File: src/rtl/controller.sv
// Single-car SCAN elevator controller for a 4-floor shaft (floors 0..3).
// Latency: a latched call is acted on the clock after it is seen; one floor takes STEP_CYCLES clocks.
// No backpressure: input_floor is a level sampled every clock and OR-ed into pending.
//
// Ports:
//   clk                 rising-edge system clock
//   rst_n               asynchronous active-low reset
//   input_floor[3:0]    call requests, bit i = call from floor i
//   output_description  current cabin floor, binary 0..3
//   moving              high while the cabin travels between floors
//   dir_up              current / last travel direction (1 = up)
//   door_open           high while the door is open at a stop
//   pending[3:0]        latched outstanding calls
//
// Optional build macro HOME_RETURN_EN: after 16 consecutive idle cycles with
// no calls and the cabin away from floor 0, an internal call to floor 0 is raised.
module controller #(
    parameter int STEP_CYCLES = 4,
    parameter int DOOR_CYCLES = 3
) (
    input  logic       clk,
    input  logic       rst_n,
    input  logic [3:0] input_floor,
    output logic [1:0] output_description,
    output logic       moving,
    output logic       dir_up,
    output logic       door_open,
    output logic [3:0] pending
);

    localparam int MAXC  = (STEP_CYCLES > DOOR_CYCLES) ? STEP_CYCLES : DOOR_CYCLES;
    localparam int CNT_W = (MAXC > 1) ? $clog2(MAXC) : 1;

    typedef enum logic [1:0] {
        S_IDLE   = 2'd0,
        S_MOVING = 2'd1,
        S_DOOR   = 2'd2
    } state_t;

    state_t           state, state_nxt;
    logic [1:0]       floor_nxt;
    logic             dir_nxt;
    logic [CNT_W-1:0] cnt, cnt_nxt;
    logic [3:0]       clear_mask;
    logic [3:0]       set_mask;
    logic [3:0]       p_eff;
    logic [1:0]       floor_step;
    logic             home_req;

    // Bits strictly above / strictly below a floor.
    function automatic logic [3:0] up_mask(input logic [1:0] f);
        return 4'(4'b1110 << f);
    endfunction

    function automatic logic [3:0] dn_mask(input logic [1:0] f);
        return 4'(~(4'b1111 << f));
    endfunction

    function automatic logic [3:0] onehot(input logic [1:0] f);
        return 4'(4'b0001 << f);
    endfunction

`ifdef HOME_RETURN_EN
    logic [3:0] idle_cnt;
    logic       home_cond;

    assign home_cond = (state == S_IDLE) && (pending == 4'b0000) &&
                       (output_description != 2'd0);
    assign home_req  = home_cond && (idle_cnt == 4'd15);

    always_ff @(posedge clk or negedge rst_n) begin
        if (!rst_n) begin
            idle_cnt <= '0;
        end else if (!home_cond || home_req) begin
            idle_cnt <= '0;
        end else begin
            idle_cnt <= idle_cnt + 4'd1;
        end
    end
`else
    assign home_req = 1'b0;
`endif

    assign set_mask = {3'b000, home_req};
    // Arrival decisions include calls that show up on the same clock.
    assign p_eff    = pending | input_floor;

    // The cabin never leaves 0..3; a step past an end saturates.
    always_comb begin
        floor_step = output_description;
        if (dir_up && output_description != 2'd3) begin
            floor_step = output_description + 2'd1;
        end else if (!dir_up && output_description != 2'd0) begin
            floor_step = output_description - 2'd1;
        end
    end

    always_comb begin
        state_nxt  = state;
        floor_nxt  = output_description;
        dir_nxt    = dir_up;
        cnt_nxt    = cnt;
        clear_mask = 4'b0000;
        case (state)
            S_IDLE: begin
                cnt_nxt = '0;
                if (pending[output_description]) begin
                    state_nxt  = S_DOOR;
                    clear_mask = onehot(output_description);
                end else if (|(pending & (dir_up ? up_mask(output_description)
                                                 : dn_mask(output_description)))) begin
                    state_nxt = S_MOVING;
                end else if (|(pending & (dir_up ? dn_mask(output_description)
                                                 : up_mask(output_description)))) begin
                    state_nxt = S_MOVING;
                    dir_nxt   = ~dir_up;
                end
            end
            S_MOVING: begin
                if (cnt == CNT_W'(STEP_CYCLES - 1)) begin
                    cnt_nxt   = '0;
                    floor_nxt = floor_step;
                    if (p_eff[floor_step]) begin
                        state_nxt  = S_DOOR;
                        clear_mask = onehot(floor_step);
                    end else if (|(p_eff & (dir_up ? up_mask(floor_step)
                                                   : dn_mask(floor_step)))) begin
                        state_nxt = S_MOVING;
                    end else if (|(p_eff & (dir_up ? dn_mask(floor_step)
                                                   : up_mask(floor_step)))) begin
                        state_nxt = S_MOVING;
                        dir_nxt   = ~dir_up;
                    end else begin
                        state_nxt = S_IDLE;
                    end
                end else begin
                    cnt_nxt = cnt + CNT_W'(1);
                end
            end
            S_DOOR: begin
                if (input_floor[output_description]) begin
                    // A call for the open floor is absorbed and holds the door.
                    cnt_nxt    = '0;
                    clear_mask = onehot(output_description);
                end else if (cnt == CNT_W'(DOOR_CYCLES - 1)) begin
                    state_nxt = S_IDLE;
                    cnt_nxt   = '0;
                end else begin
                    cnt_nxt = cnt + CNT_W'(1);
                end
            end
            default: begin
                state_nxt = S_IDLE;
                cnt_nxt   = '0;
            end
        endcase
    end

    always_ff @(posedge clk or negedge rst_n) begin
        if (!rst_n) begin
            state              <= S_IDLE;
            output_description <= 2'd0;
            dir_up             <= 1'b1;
            cnt                <= '0;
            pending            <= 4'b0000;
            moving             <= 1'b0;
            door_open          <= 1'b0;
        end else begin
            state              <= state_nxt;
            output_description <= floor_nxt;
            dir_up             <= dir_nxt;
            cnt                <= cnt_nxt;
            pending            <= (pending | input_floor | set_mask) & ~clear_mask;
            moving             <= (state_nxt == S_MOVING);
            door_open          <= (state_nxt == S_DOOR);
        end
    end

endmodule

File: config.mk
export PLATFORM = sky130hd
export DESIGN_NAME = controller
export DESIGN_NICKNAME = d
export VERILOG_FILES = /design/src/rtl/controller.sv
export SDC_FILE = /design/constraint.sdc
export NUM_CORES = 1
export LEC_CHECK = 0
export BUFFER_PORTS_ARGS = -buffer_cell sky130_fd_sc_hd__buf_2
export CORE_ASPECT_RATIO = 1.5
export CORE_MARGIN = 5
export CORE_UTILIZATION = 62
export DETAILED_ROUTE_END_ITERATION = 8
export GPL_TIMING_DRIVEN = 0
export PLACE_DENSITY = 0.84
export SKIP_LAST_GASP = 1
export SYNTH_ARGS = -nofsm -noshare
export SYNTH_HDL_FRONTEND = slang
export SYNTH_SLANG_ARGS = --single-unit
File: constraint.sdc
create_clock -name clk -period 4.24 [get_ports clk]
set_clock_uncertainty 0.1 [all_clocks]
set_input_delay 0.212 -clock clk [delete_from_list [all_inputs] [get_ports clk]]
set_output_delay 0.212 -clock clk [all_outputs]
set_load 0.01 [all_outputs]
==> results of run 1 <==
## final timing paths
check / from / endpoint / slack (ps) / depth (start not counted)
max: output_description[0] / moving / 1030 / 10
min: input_floor[3] / pending[3] / 150 / 3
max reg2reg: output_description[0] / moving / 1030 / 10
min reg2reg: pending[3] / pending[3] / 580 / 2
max in group asynchronous: rst_n / dir_up / 3540 / 2
min in group asynchronous: rst_n / cnt[0] / 220 / 2
## layer usage
metal,wire length [um],part of all wire,track usage
met5,0,0,0
met4,132,0.039,0.145
met3,161,0.047,0.0270
met2,1840,0.54,0.416
met1,1270,0.37,0.255
## cell usage in the layout, fill, tap and decap left out, types with 2 or more instances in the layout
master,instances
o41ai_1,2
dfrtp_1,12
or3b_2,2
and2_1,3
o31ai_1,2
buf_2,18
a211o_1,2
xnor2_1,3
a211oi_1,2
a22oi_1,2
o21ai_0,9
a311o_1,2
or4_1,2
mux4_2,2
nand2_1,14
clkbuf_4,3
nor2_1,16
o311ai_0,2
nor2b_1,8
clkbuf_1,3
nand2b_1,4
a21oi_1,12
inv_1,10
or2_2,2
mux2i_1,3
ha_1,13
## power by group
| group | internal [mW] | switching (mW) |
|---|---|---|
| Sequential | 0.160 | 0.0412 |
| Combinational | 0.190 | 0.252 |
| Clock | 0.0367 | 0.0455 |
## cell families (layout without fill, tap and decap cells)
kind of cell,count (synthesis),count (layout)
AND/OR/NAND/NOR,57,57
AO/OA/AOI/OAI,47,47
XOR/XNOR,4,4
adder cells (fa/ha/maj),13,13
buffers and inverters,16,35
multiplexers,7,7
flip-flops,13,13
## worst register-to-register path: cells and delay by family (launching register included)
kind	cells	cell delay (ps)
buffers and inverters	3	660
AND/OR/NAND/NOR	1	200
AO/OA/AOI/OAI	4	1150
flip-flops	1	450
multiplexers	1	340
adder cells (fa/ha/maj)	1	220
## sequential cells by signal, summed over array words and instances (netlist names)
signal	count
dir_up	1
cnt	2
output_description	2
door_open	1
moving	1
pending	4
state	2
## metrics by stage
stage	util	hold WS (ps)	total power, mW	area [um^2]	setup slack (ps)
after floorplan	-	-184	0.521	1320	1400
after global placement	0.701	2.55	0.617	1420	1100
after detailed placement	0.701	8.49	0.638	1420	1060
after CTS	0.719	153	0.719	1460	1040
after global routing	0.719	161	0.778	1460	842
final	0.719	147	0.726	1460	1030
## repair_timing
item | in CTS | in global routing
gates resized for setup | 0 | 0
hold buffers | 1 | 0
hold endpoints to repair | 13 | 0
## final cells by class
type,instances,area (um^2),area share
multi-input cells,128,931,0.639
flip-flops and latches,13,327,0.224
repair buffers,15,80.1,0.0550
inverters,10,37.5,0.0258
plain buffers,6,27.5,0.0189
well taps,22,27.5,0.0189
clock buffers,4,26.3,0.0180
==> reports/results.ini, run 1 <==
[synthesis]
synthTopCellsByCount = nor2_1 (16), nand2_1 (14), ha_1 (13), a21oi_1 (12), dfrtp_1 (12)
yosys_warnings = 0
ys_seq_area_frac = 0.247
synth_most_common_cell = nor2_1
synth_adder_area_share = 0.123
ys_ff_latch = 13
synth_mux_area_frac = 0.0785
yosys-top-cells-area = dfrtp_1 (23%), ha_1 (12%), a21oi_1 (4.5%), nor2_1 (4.5%), nand2_1 (4.0%)
synth-main-ff-cell = dfrtp_1
synth_top_family_by_area = compound AO/OA/AOI/OAI gates
syn_nets = 176
synth-simple-area-share = 0.223
syn_area_per_cell_um2 = 8.42
synthXorXnorAreaFrac = 0.0322
netlist.area_leader.share = 0.227
synth_area_mm2 = 0.00132
synthArstFlopShare = 1.00
netlist_instances = 157
synth_compound_area_frac = 0.247
synth_top_area_cell = dfrtp_1
synth_cell_types = 47
synth_edf_count = 0

[critical_path]
critPathMaxFanout = 10
worstPathArrival_ps = 3290
crit_family = compound AO/OA/AOI/OAI gates
crit_chain = buf_2 > inv_1 > ha_1 > buf_2 > mux2i_2 > a221oi_1 > a221o_1 > a211oi_1 > o21ai_0 > and3b_1
endpoint_kind = register
slowest_stage = dfrtp_1
path_class = reg -> reg
cp_slowest_stage_delay_ps = 450
path_buf_inv = 3
cp_common_cell = buf_2
worstSetupStartpointType = register
required_ps = 4320

[grt]
track_usage = 0.239
grt_pass1_vias = 1289
antenna_found_initial = 0
gr-total-overflow = 0
grt_start_max_net_pins = 14
grt_pass1_wl_um = 5580

[timing]
slew_headroom = 0.578
setup_tns_ps = 0
drv_slew = 0
tightestPinTransition_ps = 625
min_period_over_period = 0.757
finalHoldViolCount = 0
grt_setup_unrepaired = no
fmax_mhz = 312
period_needed_ps = 3210
setup_viol = 0

[clocking]
cts-root-buf = clkbuf_4
cts_tree = built
cts_made_buffers = 3
clk_pin_slew_ps = 80
cts_buffer_depth = 2
htree_num_levels = 1
cts_setup_buffers = 0
clkLatencyLatePin_ps = 290
cts_num_sinks = 13

[die]
core_area_mm2 = 0.00203
start_util = 0.652
die_height_um = 66.6
die_area_mm2 = 0.00318
dieWidth_um = 47.7
io_pins = 15
rows = 20

[pwr]
p_leak_nw = 0.633
p_per_area_mw_per_mm2 = 498
ir_drop_mv = 0.218

[routing]
drtPass1Iterations = 4
ant_nets = 0
drt-vias-per-instance = 6.60
drtIter0Drc = 78
vias = 1307
drc = 0
drt-total-wl_um = 3400
wire_per_inst_um = 17.2

[layout]
layout.cells.non_filler = 198
finalNetCount = 196
fill_cells = 173
diodes = 0
syn_to_final_growth_pct = 10.1
drive_gt1_frac = 0.182

[flow_run]
maxCapViolCount = 0

[placement]
placedCellCount = 193
place.detailed.hpwl_um = 2670
numPortBuffers = 14
gp_congestion = 0.904

[min_path]
hold_path.class = in -> reg

[outcome]
status = completed

(Power assumes the default switching activity.)
==> inputs of run 2 (changes only) <==
--- a/config.mk
+++ b/config.mk
@@ -8,10 +8,10 @@
 export BUFFER_PORTS_ARGS = -buffer_cell sky130_fd_sc_hd__buf_2
 export CORE_ASPECT_RATIO = 1.5
 export CORE_MARGIN = 5
-export CORE_UTILIZATION = 62
+export CORE_UTILIZATION = 58
 export DETAILED_ROUTE_END_ITERATION = 8
 export GPL_TIMING_DRIVEN = 0
-export PLACE_DENSITY = 0.84
+export PLACE_DENSITY = 0.79
 export SKIP_LAST_GASP = 1
 export SYNTH_ARGS = -nofsm -noshare
 export SYNTH_HDL_FRONTEND = slang
==> constraint.sdc (replaced) <==
create_clock -name clk -period 3 [get_ports clk]
set_clock_uncertainty 0.1 [all_clocks]
set_input_delay 0.15 -clock clk [delete_from_list [all_inputs] [get_ports clk]]
set_output_delay 0.15 -clock clk [all_outputs]
set_load 0.01 [all_outputs]
==> run 2 against run 1 <==
Net effect: fmax grew 11%; cell area up 1.9%; non-clock buffer count unchanged; critical path type unchanged.
==> reports/results.ini, run 2 (same netlist as run 1, synthesis figures left out) <==
[outcome]
status = completed

[routing]
ant_nets = 0
drt-total-wl_um = 3300
drc = 0
wire_per_inst_um = 16.6
drt-vias-per-instance = 6.38
drtPass1Iterations = 5
vias = 1269
drtIter0Drc = 52

[layout]
final_cell_mix = buf_2 (17), nor2_1 (16), nand2_1 (14), ha_1 (13), a21oi_1 (11)
largest_reg_flops = 4
fill_cells = 186
layout_commonest_cell = buf_2
finalNetCount = 196
diodes = 0
final_util = 0.672
regMostFlops = pending
drive_gt1_frac = 0.205
syn_to_final_growth_pct = 12.2
design_area_mm2 = 0.00148
layout.cells.non_filler = 199

[min_path]
hold_path.class = in -> reg
min_from = input_floor[3]

[grt]
grt_util_met1 = 0.223
grt_start_max_net_pins = 14
grt-busiest-layer = met2
grt_pass1_vias = 1229
grt_pass1_wl_um = 5470
grt_use_met3 = 0.0261
grt_use_met2 = 0.391
antenna_found_initial = 0
track_usage = 0.206
gr-total-overflow = 0

[timing]
drv_slew = 0
setup_tns_ps = 0
min_period_over_period = 0.960
finalHoldViolCount = 0
slew_headroom = 0.609
tightestPinTransition_ps = 579
period_needed_ps = 2880
grt_setup_unrepaired = no
setup_viol = 0
fmax_mhz = 347

[die]
io_pins = 15
core_area_mm2 = 0.00221
rows = 21
die_height_um = 68.5
dieWidth_um = 49.0
die_area_mm2 = 0.00335
start_util = 0.599

[placement]
placedCellCount = 194
placed_area_mm2 = 0.00142
gp_congestion = 0.928
numPortBuffers = 14
place.detailed.hpwl_um = 2600

[pwr]
p_per_area_mw_per_mm2 = 689
ir_drop_mv = 0.351
p_leak_nw = 0.632

[critical_path]
worstRegToRegCells = 10
endpoint_kind = register
rrSetupSlack_ps = 120
critPathCapture = dir_up
path_class = reg -> reg
worstPathArrival_ps = 2940
required_ps = 3060
r2r-start = output_description[0]
cp-startpoint = output_description[0]
worstSetupStartpointType = register
rr_endpoint = dir_up
critPathMaxFanout = 10

[clocking]
cts_buffer_depth = 2
htree_num_levels = 1
clkLatencyLatePin_ps = 260
cts_setup_buffers = 0
cts_num_sinks = 13
cts-root-buf = clkbuf_4
clk_pin_slew_ps = 80
cts_tree = built
cts_made_buffers = 3

[flow_run]
maxCapViolCount = 0

-- run 2: cell count changes in the layout (fill, tap and decap cells not counted) --
cell,previous run,this run
mux2i_2,1,0
a211oi_1,2,1
a21oi_2,0,1
buf_6,0,1
dfrtp_1,12,10
dfrtp_2,0,2
buf_2,18,17
a21oi_1,12,11
a211oi_2,0,1
mux2i_4,0,1
-- run 2: worst max-delay path, cell delays in order, from the launching register on --
cell       delay [ps]
dfrtp_2           420
buf_6             180
inv_1             100
ha_1              200
buf_2             200
mux2i_4           250
a221oi_1          170
a221o_1           400
o2bb2ai_1         160
or3_1             320
o311ai_1          280
-- run 2: final cells by class --
| cell class | count | area (um^2) | share of cell area |
|---|---|---|---|
| Inverter | 10 | 37.5 | 0.0253 |
| Sequential cell | 13 | 329 | 0.222 |
| Clock buffer | 4 | 26.3 | 0.0177 |
| Timing Repair Buffer | 15 | 80.1 | 0.0540 |
| Tap cell | 23 | 28.8 | 0.0194 |
| Buffer | 6 | 33.8 | 0.0228 |
| Multi-Input combinational cell | 128 | 948 | 0.639 |
-- run 2: power by group --
part	internal (mW)	switching, mW	total [mW]
sequential	0.227	0.0621	0.289
combinational	0.276	0.355	0.631
clock	0.0513	0.0504	0.102
total	0.554	0.468	1.02
-- run 2: per-stage QoR --
stage          setup slack [ps]  total power [mW]  hold slack [ps]
5_1_grt                    8.04              1.11              125
3_3_place_gp               -158             0.874            -63.5
2_1_floorplan               157             0.737             -246
4_1_cts                    31.8              1.01              119
3_5_place_dp               -214             0.892            -60.5
6_report                    119              1.02              126
-- run 2: timing repair --
item / in CTS / in global routing
setup endpoints to repair: 4 / 3
hold buffers: 1 / 0
resized for setup: 3 / 4
endpoints found under the hold margin: 13 / 0
-- run 2: worst min path at each step --
stage	to	slack, ps	cells past startpoint
after floorplan	cnt[0]	-250	0
after global placement	door_open	-60	1
after detailed placement	door_open	-60	1
after CTS	pending[3]	120	3
after global routing	pending[0]	120	3
final	pending[3]	130	3
-- run 2: per-layer routing --
layer | share of wire | vias to the layer above | routed length, um
met5 | 0 | - | 0
met4 | 0.043 | 0 | 142
met3 | 0.031 | 14 | 102
met2 | 0.54 | 41 | 1790
met1 | 0.38 | 604 | 1260
li1 | - | 610 | -
==> inputs of run 3 (changes only) <==
--- a/config.mk
+++ b/config.mk
@@ -8,10 +8,10 @@
 export BUFFER_PORTS_ARGS = -buffer_cell sky130_fd_sc_hd__buf_2
 export CORE_ASPECT_RATIO = 1.5
 export CORE_MARGIN = 5
-export CORE_UTILIZATION = 58
+export CORE_UTILIZATION = 53
 export DETAILED_ROUTE_END_ITERATION = 8
 export GPL_TIMING_DRIVEN = 0
-export PLACE_DENSITY = 0.79
+export PLACE_DENSITY = 0.73
 export SKIP_LAST_GASP = 1
 export SYNTH_ARGS = -nofsm -noshare
 export SYNTH_HDL_FRONTEND = slang
==> run 3 against run 2 <==
Net effect: die area increased by 7.8%; critical path depth unchanged; cell count rose by 0.50%; fmax rose by 0.96%; non-clock buffer count did not move; sequential cell count stayed put; critical endpoint unchanged; worst hold slack lost 17 ps; sequential power about the same.
==> reports/results.ini, run 3 (same netlist as run 1, synthesis figures left out) <==
[outcome]
status = completed

[placement]
placedCellCount = 195
placed_area_mm2 = 0.00142
place.detailed.hpwl_um = 2670
numPortBuffers = 14
gp_congestion = 0.938

[layout]
layout_commonest_cell = buf_2
largest_reg_flops = 4
drive_gt1_frac = 0.210
diodes = 0
final_util = 0.617
regMostFlops = pending
syn_to_final_growth_pct = 13.1
layout.cells.non_filler = 200
finalNetCount = 196
design_area_mm2 = 0.00150
final_cell_mix = buf_2 (17), nor2_1 (16), nand2_1 (14), ha_1 (13), a21oi_1 (12)

[grt]
antenna_found_initial = 0
grt_pass1_wl_um = 6080
grt_start_max_net_pins = 14
gr-total-overflow = 0
track_usage = 0.208
grt_pass1_vias = 1367

[clocking]
cts_buffer_depth = 2
cts_num_sinks = 13
clkLatencyLatePin_ps = 270
cts-root-buf = clkbuf_4
cts_setup_buffers = 0
htree_num_levels = 1
cts_tree = built
clk_pin_slew_ps = 80
cts_made_buffers = 3

[routing]
ant_nets = 0
wl_met2_um = 1890
drt-vias-per-instance = 6.53
drt-met1-wl_um = 1290
drc = 0
wire_per_inst_um = 17.1
routed.top_layer = met4
wl_met3_um = 123
drtIter0Drc = 40
drtPass1Iterations = 4
drt-total-wl_um = 3420
vias = 1306

[critical_path]
required_ps = 3090
path_class = reg -> reg
worstPathArrival_ps = 2940
critPathMaxFanout = 10
endpoint_kind = register
worstSetupStartpointType = register

[pwr]
ir_drop_mv = 0.316
p_per_area_mw_per_mm2 = 708
p_leak_nw = 0.631

[timing]
fmax_mhz = 350
setup_viol = 0
grt_setup_unrepaired = no
period_needed_ps = 2850
drv_slew = 0
min_period_over_period = 0.951
slew_headroom = 0.655
setup_tns_ps = 0
tightestPinTransition_ps = 514
finalHoldViolCount = 0

[flow_run]
maxCapViolCount = 0

[die]
core_area_mm2 = 0.00242
start_util = 0.546
dieWidth_um = 50.8
io_pins = 15
die_area_mm2 = 0.00361
die_height_um = 71.2
rows = 22

[min_path]
hold_path.class = in -> reg

==> run 3: worst paths after layout <==
check / from / endpoint / slack [ps] / cells past startpoint
worst min register to register: cnt[0] / cnt[0] / 560 / 3
worst min-delay path: input_floor[1] / pending[1] / 110 / 3
worst max register to register: output_description[0] / dir_up / 150 / 10
worst max-delay path: output_description[0] / dir_up / 150 / 10
min in group asynchronous: rst_n / state[0] / 180 / 2
max in group asynchronous: rst_n / dir_up / 2340 / 2
==> run 3: layer usage <==
layer	GRT usage	up-vias
li1	-	615
met3	0.0253	14
met2	0.369	45
met1	0.230	632
met5	0	-
met4	0.116	0
==> run 3: what timing repair did <==
item,CTS,global route
gates resized for setup,3,6
hold endpoints to repair,13,0
hold buffers,1,0
endpoints found under the setup margin,4,4
==> run 3: cell type report <==
cell class / instances / area [um^2]
clock buffers: 4 / 26.3
inverters: 10 / 37.5
flip-flops and latches: 13 / 329
multi-input cells: 128 / 958
plain buffers: 6 / 33.8
fillers: 219 / 927
well taps: 24 / 30.0
repair buffers: 15 / 80.1
==> run 3: report_power, final <==
group / total [mW] / internal (mW) / switching, mW
Clock: 0.108 / 0.0515 / 0.0564
Combinational: 0.665 / 0.289 / 0.376
Sequential: 0.286 / 0.227 / 0.0593
Total: 1.06 / 0.568 / 0.492
==> run 3: metrics by stage <==
stage                     power (mW)  worst slack [ps]  hold slack (ps)
after floorplan                0.737               157             -246
after global placement         0.877              -169            -62.5
after detailed placement       0.902              -225            -48.4
after CTS                       1.03              35.2              101
after global routing            1.15              2.15              136
final                           1.06               147              109
==> run 3: worst max-delay path, stage by stage, from the launching register on <==
cell,delay (ps)
dfrtp_2,450
buf_6,170
inv_1,160
ha_1,170
buf_2,240
mux2i_4,140
xnor2_2,310
mux2i_1,140
mux2_4,310
or3_1,370
o311ai_2,220
